## src/rtl/bnn_conv_seq_if.sv

```systemverilog
// -----------------------------------------------------------------------------
// bnn_conv_seq_if
// Bundles the control, weight-load, datapath and result signals between the
// BNN convolution sequencer and its environment. The sequencer connects
// through the slave modport; the controlling side uses the master modport.
//
// Signals:
//   start, keep_w            - window start request; keep_w reuses weights
//   wt_valid/wt_data/wt_ready - weight row stream (valid/ready)
//   w_en, w_input            - weight shift strobe and row to the datapath
//   opcode                   - datapath opcode {acc, row[2:0], clear}
//   popcnt_add               - datapath accumulator value (signed)
//   res_valid/res_data/res_ready - result handshake
//   busy                     - sequencer not idle
// Parameter RES_W must match the RES_W of the connected sequencer.
// -----------------------------------------------------------------------------
interface bnn_conv_seq_if #(
  parameter int RES_W = 7
);
  logic                    start;
  logic                    keep_w;
  logic                    wt_valid;
  logic [6:0]              wt_data;
  logic                    wt_ready;
  logic                    w_en;
  logic [6:0]              w_input;
  logic [4:0]              opcode;
  logic signed [6:0]       popcnt_add;
  logic                    res_valid;
  logic signed [RES_W-1:0] res_data;
  logic                    res_ready;
  logic                    busy;

  modport master (
    output start, keep_w, wt_valid, wt_data, popcnt_add, res_ready,
    input  wt_ready, w_en, w_input, opcode, res_valid, res_data, busy
  );

  modport slave (
    input  start, keep_w, wt_valid, wt_data, popcnt_add, res_ready,
    output wt_ready, w_en, w_input, opcode, res_valid, res_data, busy
  );
endinterface

```

## src/rtl/bnn_conv_seq.sv

```systemverilog
// -----------------------------------------------------------------------------
// bnn_conv_seq
// Sequencer for one binary-convolution kernel window on an external
// XNOR-popcount datapath. Optionally loads 7 weight rows, clears the
// accumulator, accumulates rows 0..6, waits one cycle for the accumulator
// to settle, captures the result and holds it until consumed.
//
// Ports:
//   clk  - clock
//   rst  - synchronous, active-high reset
//   bus  - bnn_conv_seq_if.slave (start/keep_w, weight stream, datapath
//          strobes/opcode, accumulator input, result handshake, busy)
//
// Configuration:
//   BNN_SEQ_BIPOLAR_EN - when defined, the captured result is the bipolar
//                        dot product 2*popcnt_add - 42 (7 rows x 6 bits);
//                        otherwise popcnt_add is captured unmodified.
//                        Timing is identical in both builds.
// -----------------------------------------------------------------------------
module bnn_conv_seq #(
  parameter int N_ROWS = 7,
  parameter int RES_W  = 7
) (
  input  logic            clk,
  input  logic            rst,
  bnn_conv_seq_if.slave   bus
);

  typedef enum logic [2:0] {
    S_IDLE,
    S_LOAD,
    S_CLR,
    S_ACC,
    S_WAIT,
    S_OUT
  } state_t;

  localparam logic [2:0] LAST_ROW = 3'(N_ROWS - 1);

  state_t                  state, state_next;
  logic [2:0]              cnt, cnt_next;   // rows accepted in LOAD, row index in ACC
  logic signed [RES_W-1:0] res_calc;
  logic signed [RES_W-1:0] res_q;

  // Value latched at the end of WAIT.
`ifdef BNN_SEQ_BIPOLAR_EN
  logic signed [8:0] pop_ext;
  always_comb begin
    pop_ext  = 9'(bus.popcnt_add);
    res_calc = RES_W'((pop_ext <<< 1) - 9'sd42);
  end
`else
  always_comb begin
    res_calc = RES_W'(bus.popcnt_add);
  end
`endif

  // NOTE: sequential state uses non-blocking assignments so every register
  // samples the pre-edge values regardless of statement order.
  always_ff @(posedge clk) begin
    if (rst) begin
      state <= S_IDLE;
      cnt   <= 3'd0;
      res_q <= '0;
    end else begin
      state <= state_next;
      cnt   <= cnt_next;
      if (state == S_WAIT) res_q <= res_calc;
    end
  end

  // NOTE: every output of this block gets a default first so no path can
  // leave a signal unassigned and infer a latch.
  always_comb begin
    state_next   = state;
    cnt_next     = cnt;
    bus.wt_ready = 1'b0;
    bus.w_en     = 1'b0;
    bus.w_input  = 7'd0;
    bus.opcode   = 5'd0;

    unique case (state)
      S_IDLE: begin
        cnt_next = 3'd0;
        if (bus.start) state_next = bus.keep_w ? S_CLR : S_LOAD;
      end

      // Rows stream into the datapath shift register, which shifts upward:
      // the first accepted row ends up as row 6, the last as row 0.
      S_LOAD: begin
        bus.wt_ready = 1'b1;
        if (bus.wt_valid) begin
          bus.w_en    = 1'b1;
          bus.w_input = bus.wt_data;
          if (cnt == LAST_ROW) begin
            cnt_next   = 3'd0;
            state_next = S_CLR;
          end else begin
            cnt_next = cnt + 3'd1;
          end
        end
      end

      S_CLR: begin
        bus.opcode = 5'h01;
        cnt_next   = 3'd0;
        state_next = S_ACC;
      end

      S_ACC: begin
        bus.opcode = {1'b1, cnt, 1'b0};
        if (cnt == LAST_ROW) begin
          cnt_next   = 3'd0;
          state_next = S_WAIT;
        end else begin
          cnt_next = cnt + 3'd1;
        end
      end

      // The last accumulate lands at the end of the final ACC cycle, so the
      // accumulator is valid throughout WAIT.
      S_WAIT: state_next = S_OUT;

      S_OUT: if (bus.res_ready) state_next = S_IDLE;

      default: state_next = S_IDLE;
    endcase
  end

  assign bus.res_valid = (state == S_OUT);
  assign bus.res_data  = res_q;
  assign bus.busy      = (state != S_IDLE);

endmodule

```

## src/flat_wrapper.sv

```systemverilog
// flat-port wrapper written by rule: the top's interface ports become plain ports
module bnn_conv_seq_flat 
#(
  parameter int N_ROWS = 7,
  parameter int RES_W  = 7
)
  (clk, rst, bus_start, bus_keep_w, bus_wt_valid, bus_wt_data, bus_popcnt_add, bus_res_ready, bus_wt_ready, bus_w_en, bus_w_input, bus_opcode, bus_res_valid, bus_res_data, bus_busy);
  bnn_conv_seq_if #(.RES_W(RES_W)) bus_i ();
  input  logic clk;
  input  logic rst;
  input wire logic [$bits(bus_i.start)-1:0] bus_start;
  input wire logic [$bits(bus_i.keep_w)-1:0] bus_keep_w;
  input wire logic [$bits(bus_i.wt_valid)-1:0] bus_wt_valid;
  input wire logic [$bits(bus_i.wt_data)-1:0] bus_wt_data;
  input wire logic [$bits(bus_i.popcnt_add)-1:0] bus_popcnt_add;
  input wire logic [$bits(bus_i.res_ready)-1:0] bus_res_ready;
  output wire logic [$bits(bus_i.wt_ready)-1:0] bus_wt_ready;
  output wire logic [$bits(bus_i.w_en)-1:0] bus_w_en;
  output wire logic [$bits(bus_i.w_input)-1:0] bus_w_input;
  output wire logic [$bits(bus_i.opcode)-1:0] bus_opcode;
  output wire logic [$bits(bus_i.res_valid)-1:0] bus_res_valid;
  output wire logic [$bits(bus_i.res_data)-1:0] bus_res_data;
  output wire logic [$bits(bus_i.busy)-1:0] bus_busy;
  assign bus_i.start = bus_start;
  assign bus_i.keep_w = bus_keep_w;
  assign bus_i.wt_valid = bus_wt_valid;
  assign bus_i.wt_data = bus_wt_data;
  assign bus_i.popcnt_add = bus_popcnt_add;
  assign bus_i.res_ready = bus_res_ready;
  assign bus_wt_ready = bus_i.wt_ready;
  assign bus_w_en = bus_i.w_en;
  assign bus_w_input = bus_i.w_input;
  assign bus_opcode = bus_i.opcode;
  assign bus_res_valid = bus_i.res_valid;
  assign bus_res_data = bus_i.res_data;
  assign bus_busy = bus_i.busy;
  bnn_conv_seq #(.N_ROWS(N_ROWS), .RES_W(RES_W)) u_core (.clk(clk), .rst(rst), .bus(bus_i));
endmodule
```

## config.mk

```make
export PLATFORM = sky130hd
export DESIGN_NAME = bnn_conv_seq_flat
export DESIGN_NICKNAME = d
export VERILOG_FILES = /design/src/rtl/bnn_conv_seq_if.sv /design/src/rtl/bnn_conv_seq.sv /design/src/flat_wrapper.sv
export SDC_FILE = /design/constraint.sdc
export NUM_CORES = 1
export LEC_CHECK = 0
export CORE_ASPECT_RATIO = 1.2
export CORE_MARGIN = 2
export CORE_UTILIZATION = 36
export CTS_CLUSTER_DIAMETER = 60
export DETAILED_ROUTE_END_ITERATION = 12
export GPL_ROUTABILITY_DRIVEN = 0
export PLACE_DENSITY = 0.75
export SETUP_SLACK_MARGIN = 0.02
export SLEW_MARGIN = 30
export SYNTH_ARGS = -nofsm -noshare
export SYNTH_HDL_FRONTEND = slang
export SYNTH_SLANG_ARGS = --single-unit
```

## constraint.sdc

```tcl
create_clock -name clk -period 1.7 [get_ports clk]
set_input_delay 0.425 -clock clk [delete_from_list [all_inputs] [get_ports clk]]
set_output_delay 0.425 -clock clk [all_outputs]
set_load 0.005 [all_outputs]
```

==> out/qor.yml <==
clockRootBuffer: "clkbuf_4"
worst_slack_ns: -0.0772
rsz0062_at_grt: "yes"
clock.fmax_ghz: 0.563
row_count: 17
drcViolationCount: 0
multi_input_area_um2: 459
drv_slew: 0
crit_required_ns: 1.27
path_max_fanout: 3
relSlewSlack_pct: 79.8
core_um2: 1870
drt-pass1-iter-count: 4
antenna_cells: 0
synth_area_um2: 726
fin_area_um2: 1370
cts.sink_count: 13
clock_path_buffers: 2
crit_type: "reg2out"
status: "complete, but fails checks"
area_delta_synth_final_pct: 88.3
synth-seq-cells: 13
syn_area_per_cell_um2: 8.44
critical_path_arrival_ns: 1.35
hold_viol_final: 0
avgViaCountPerCell: 5.27
place_area_um2: 1230
fin_nets: 167
grt_pass1_vias: 840
grt_use_total_pct: 20.6
insertion_delay_ns: 0.27
die_w_um: 45.0
power_density_nw_per_um2: 741
skew_ns: 0.0113
fillCellCount: 145
drive_gt1_share_pct: 37.7
port_buffers: 42
path_clk_slew_ns: 0.07
ant_nets: 0
initial_core_util_pct: 38.8
vias: 870
yosysUniqueCellTypes: 30
cts_tree: "yes"
wl_um: 2330
regArea_um2: 263
violations: "negative setup slack"
dp_hpwl_um: 1630
cts_buffers: 3
drt_iter0_drc: 5
dieArea_um2: 2390
fin_hold_ws_ns: 0.498
min_period_over_period_pct: 105
total_power_mw: 1.01
syn_inst: 86
wire_per_inst_um: 14.1
grt_max_degree: 15
grt_remaining_overflow: 0
yosysWarningCount: 0
ys_seq_area_share_pct: 35.9
die_h_um: 53.2
finalSetupViolCount: 6
grt_pass1_wl_um: 3640
hold_class: "reg2reg"
htreeDepth: 1
max_cap_violations: 0
antenna_found_initial: 0
syn_nets: 106
crit_path_end_kind: "output pin"
num_io_pins: 43
tightest_slew_ns: 0.302
period_minus_slack_ns: 1.78
vdd_drop_max_mv: 0.542
total_leakage_power_nw: 0.588
worst_setup_path_start_kind: "flip-flop"
-- cell type report --
type	instances	area share (%)
Timing Repair Buffer	63	42.5
Multi-Input combinational cell	63	33.6
Sequential cell	13	19.2
Clock buffer	4	1.92
Tap cell	19	1.74
Inverter	3	1.01
-- sequential cells by signal (all words and copies together), names as in the netlist --
signal and count:
u_core.bus.res_data 7, u_core.cnt 3, u_core.state 3
-- where the power goes --
group          leakage [nW]  total [mW]  switching, mW  internal, mW
Clock                0.0150       0.190         0.0997        0.0907
Sequential            0.106       0.342         0.0143         0.327
Combinational         0.467       0.480          0.199         0.282
Total                 0.588        1.01          0.313         0.700
-- cells in the final DEF, fill, tap and decap left out, drive strengths merged, types with 4 or more instances in the layout --
master,count
clkbuf,8
nor2,12
and2,7
and3,4
a21oi,4
clkdlybuf4s50,25
dfxtp,13
buf,32
mux2i,7
-- cells by family (layout without fill, tap and decap cells) --
group                  Yosys count  after routing  share of synthesized area [%]
AOI/OAI and AO/OA               19             19                           19.7
buffers and inverters           10             70                           6.38
DFF                             13             13                           35.9
muxes                            7              7                           9.66
and+or+nand+nor                 37             37                           28.4
-- worst max-delay path, cell delays in order, from the launching register on --
cell and delay [ns]:
dfxtp_2 0.33, nor2b_4 0.12, and3_4 0.19, buf_6 0.12
buf_6 0.10, and2_4 0.13, buf_6 0.11
-- final timing paths --
kind	from	endpoint	slack, ns	cells after the start
worst max-delay path	u_core.state[0]$_SDFFE_PP0P_	bus_w_input[2]	-0.08	6
worst min-delay path	u_core.bus.res_data[0]$_SDFFE_PP0N_	u_core.bus.res_data[0]$_SDFFE_PP0N_	0.50	2
worst max register to register	u_core.state[0]$_SDFFE_PP0P_	u_core.state[1]$_SDFFE_PP0P_	0.21	7
worst min register to register	u_core.bus.res_data[0]$_SDFFE_PP0N_	u_core.bus.res_data[0]$_SDFFE_PP0N_	0.50	2
-- routing by layer --
metal	GRT usage, %	vias up	routed length, um
met1	22.1	398	882
li1	-	427	-
met3	3.07	0	213
met2	40.0	45	1230
met4	5.88	0	0
met5	0	-	0
-- cell usage after synthesis --
cell type / n / area share [%]
mux2i_1: 7 / 9.7
o31ai_1: 1 / 1.0
inv_1: 3 / 1.6
a311oi_1: 1 / 1.2
buf_2: 4 / 2.8
nand4b_1: 1 / 1.2
buf_4: 1 / 1.0
clkbuf_1: 2 / 1.0
a211o_1: 1 / 1.2
nand2_1: 2 / 1.0
nor2_1: 12 / 6.2
a2111oi_2: 1 / 2.1
dfxtp_1: 13 / 36
or3_1: 2 / 1.7
or4_1: 1 / 1.0
a211oi_1: 3 / 3.1
a22oi_1: 2 / 2.1
o21ai_0: 2 / 1.4
a21oi_1: 4 / 2.8
o41ai_1: 1 / 1.2
o21a_1: 1 / 1.0
o2bb2ai_1: 1 / 1.2
and2_1: 7 / 6.0
nor3b_1: 1 / 1.0
o211a_1: 1 / 1.4
nor2b_1: 2 / 1.7
and3_1: 4 / 3.4
nor2b_2: 1 / 1.2
nor3_1: 3 / 2.1
nor3b_2: 1 / 1.7
-- stage by stage --
stage          std cells  util (%)  setup WS, ns  TNS [ns]
6_report             165      73.0       -0.0772    -0.408
3_5_place_dp         153      65.8        -0.575     -4.68
4_1_cts              163      70.5        -0.136    -0.688
5_1_grt              165      73.0        -0.138    -0.906
3_3_place_gp         153      65.8        -0.535     -4.35
2_1_floorplan         86         -         0.248         0
-- repair_timing --
action	CTS	global route
gates resized for setup	66	24
pin swaps	3	6
setup buffers	6	3
hold buffers	0	0
setup endpoints to repair	16	16
(Power assumes the default switching activity.)
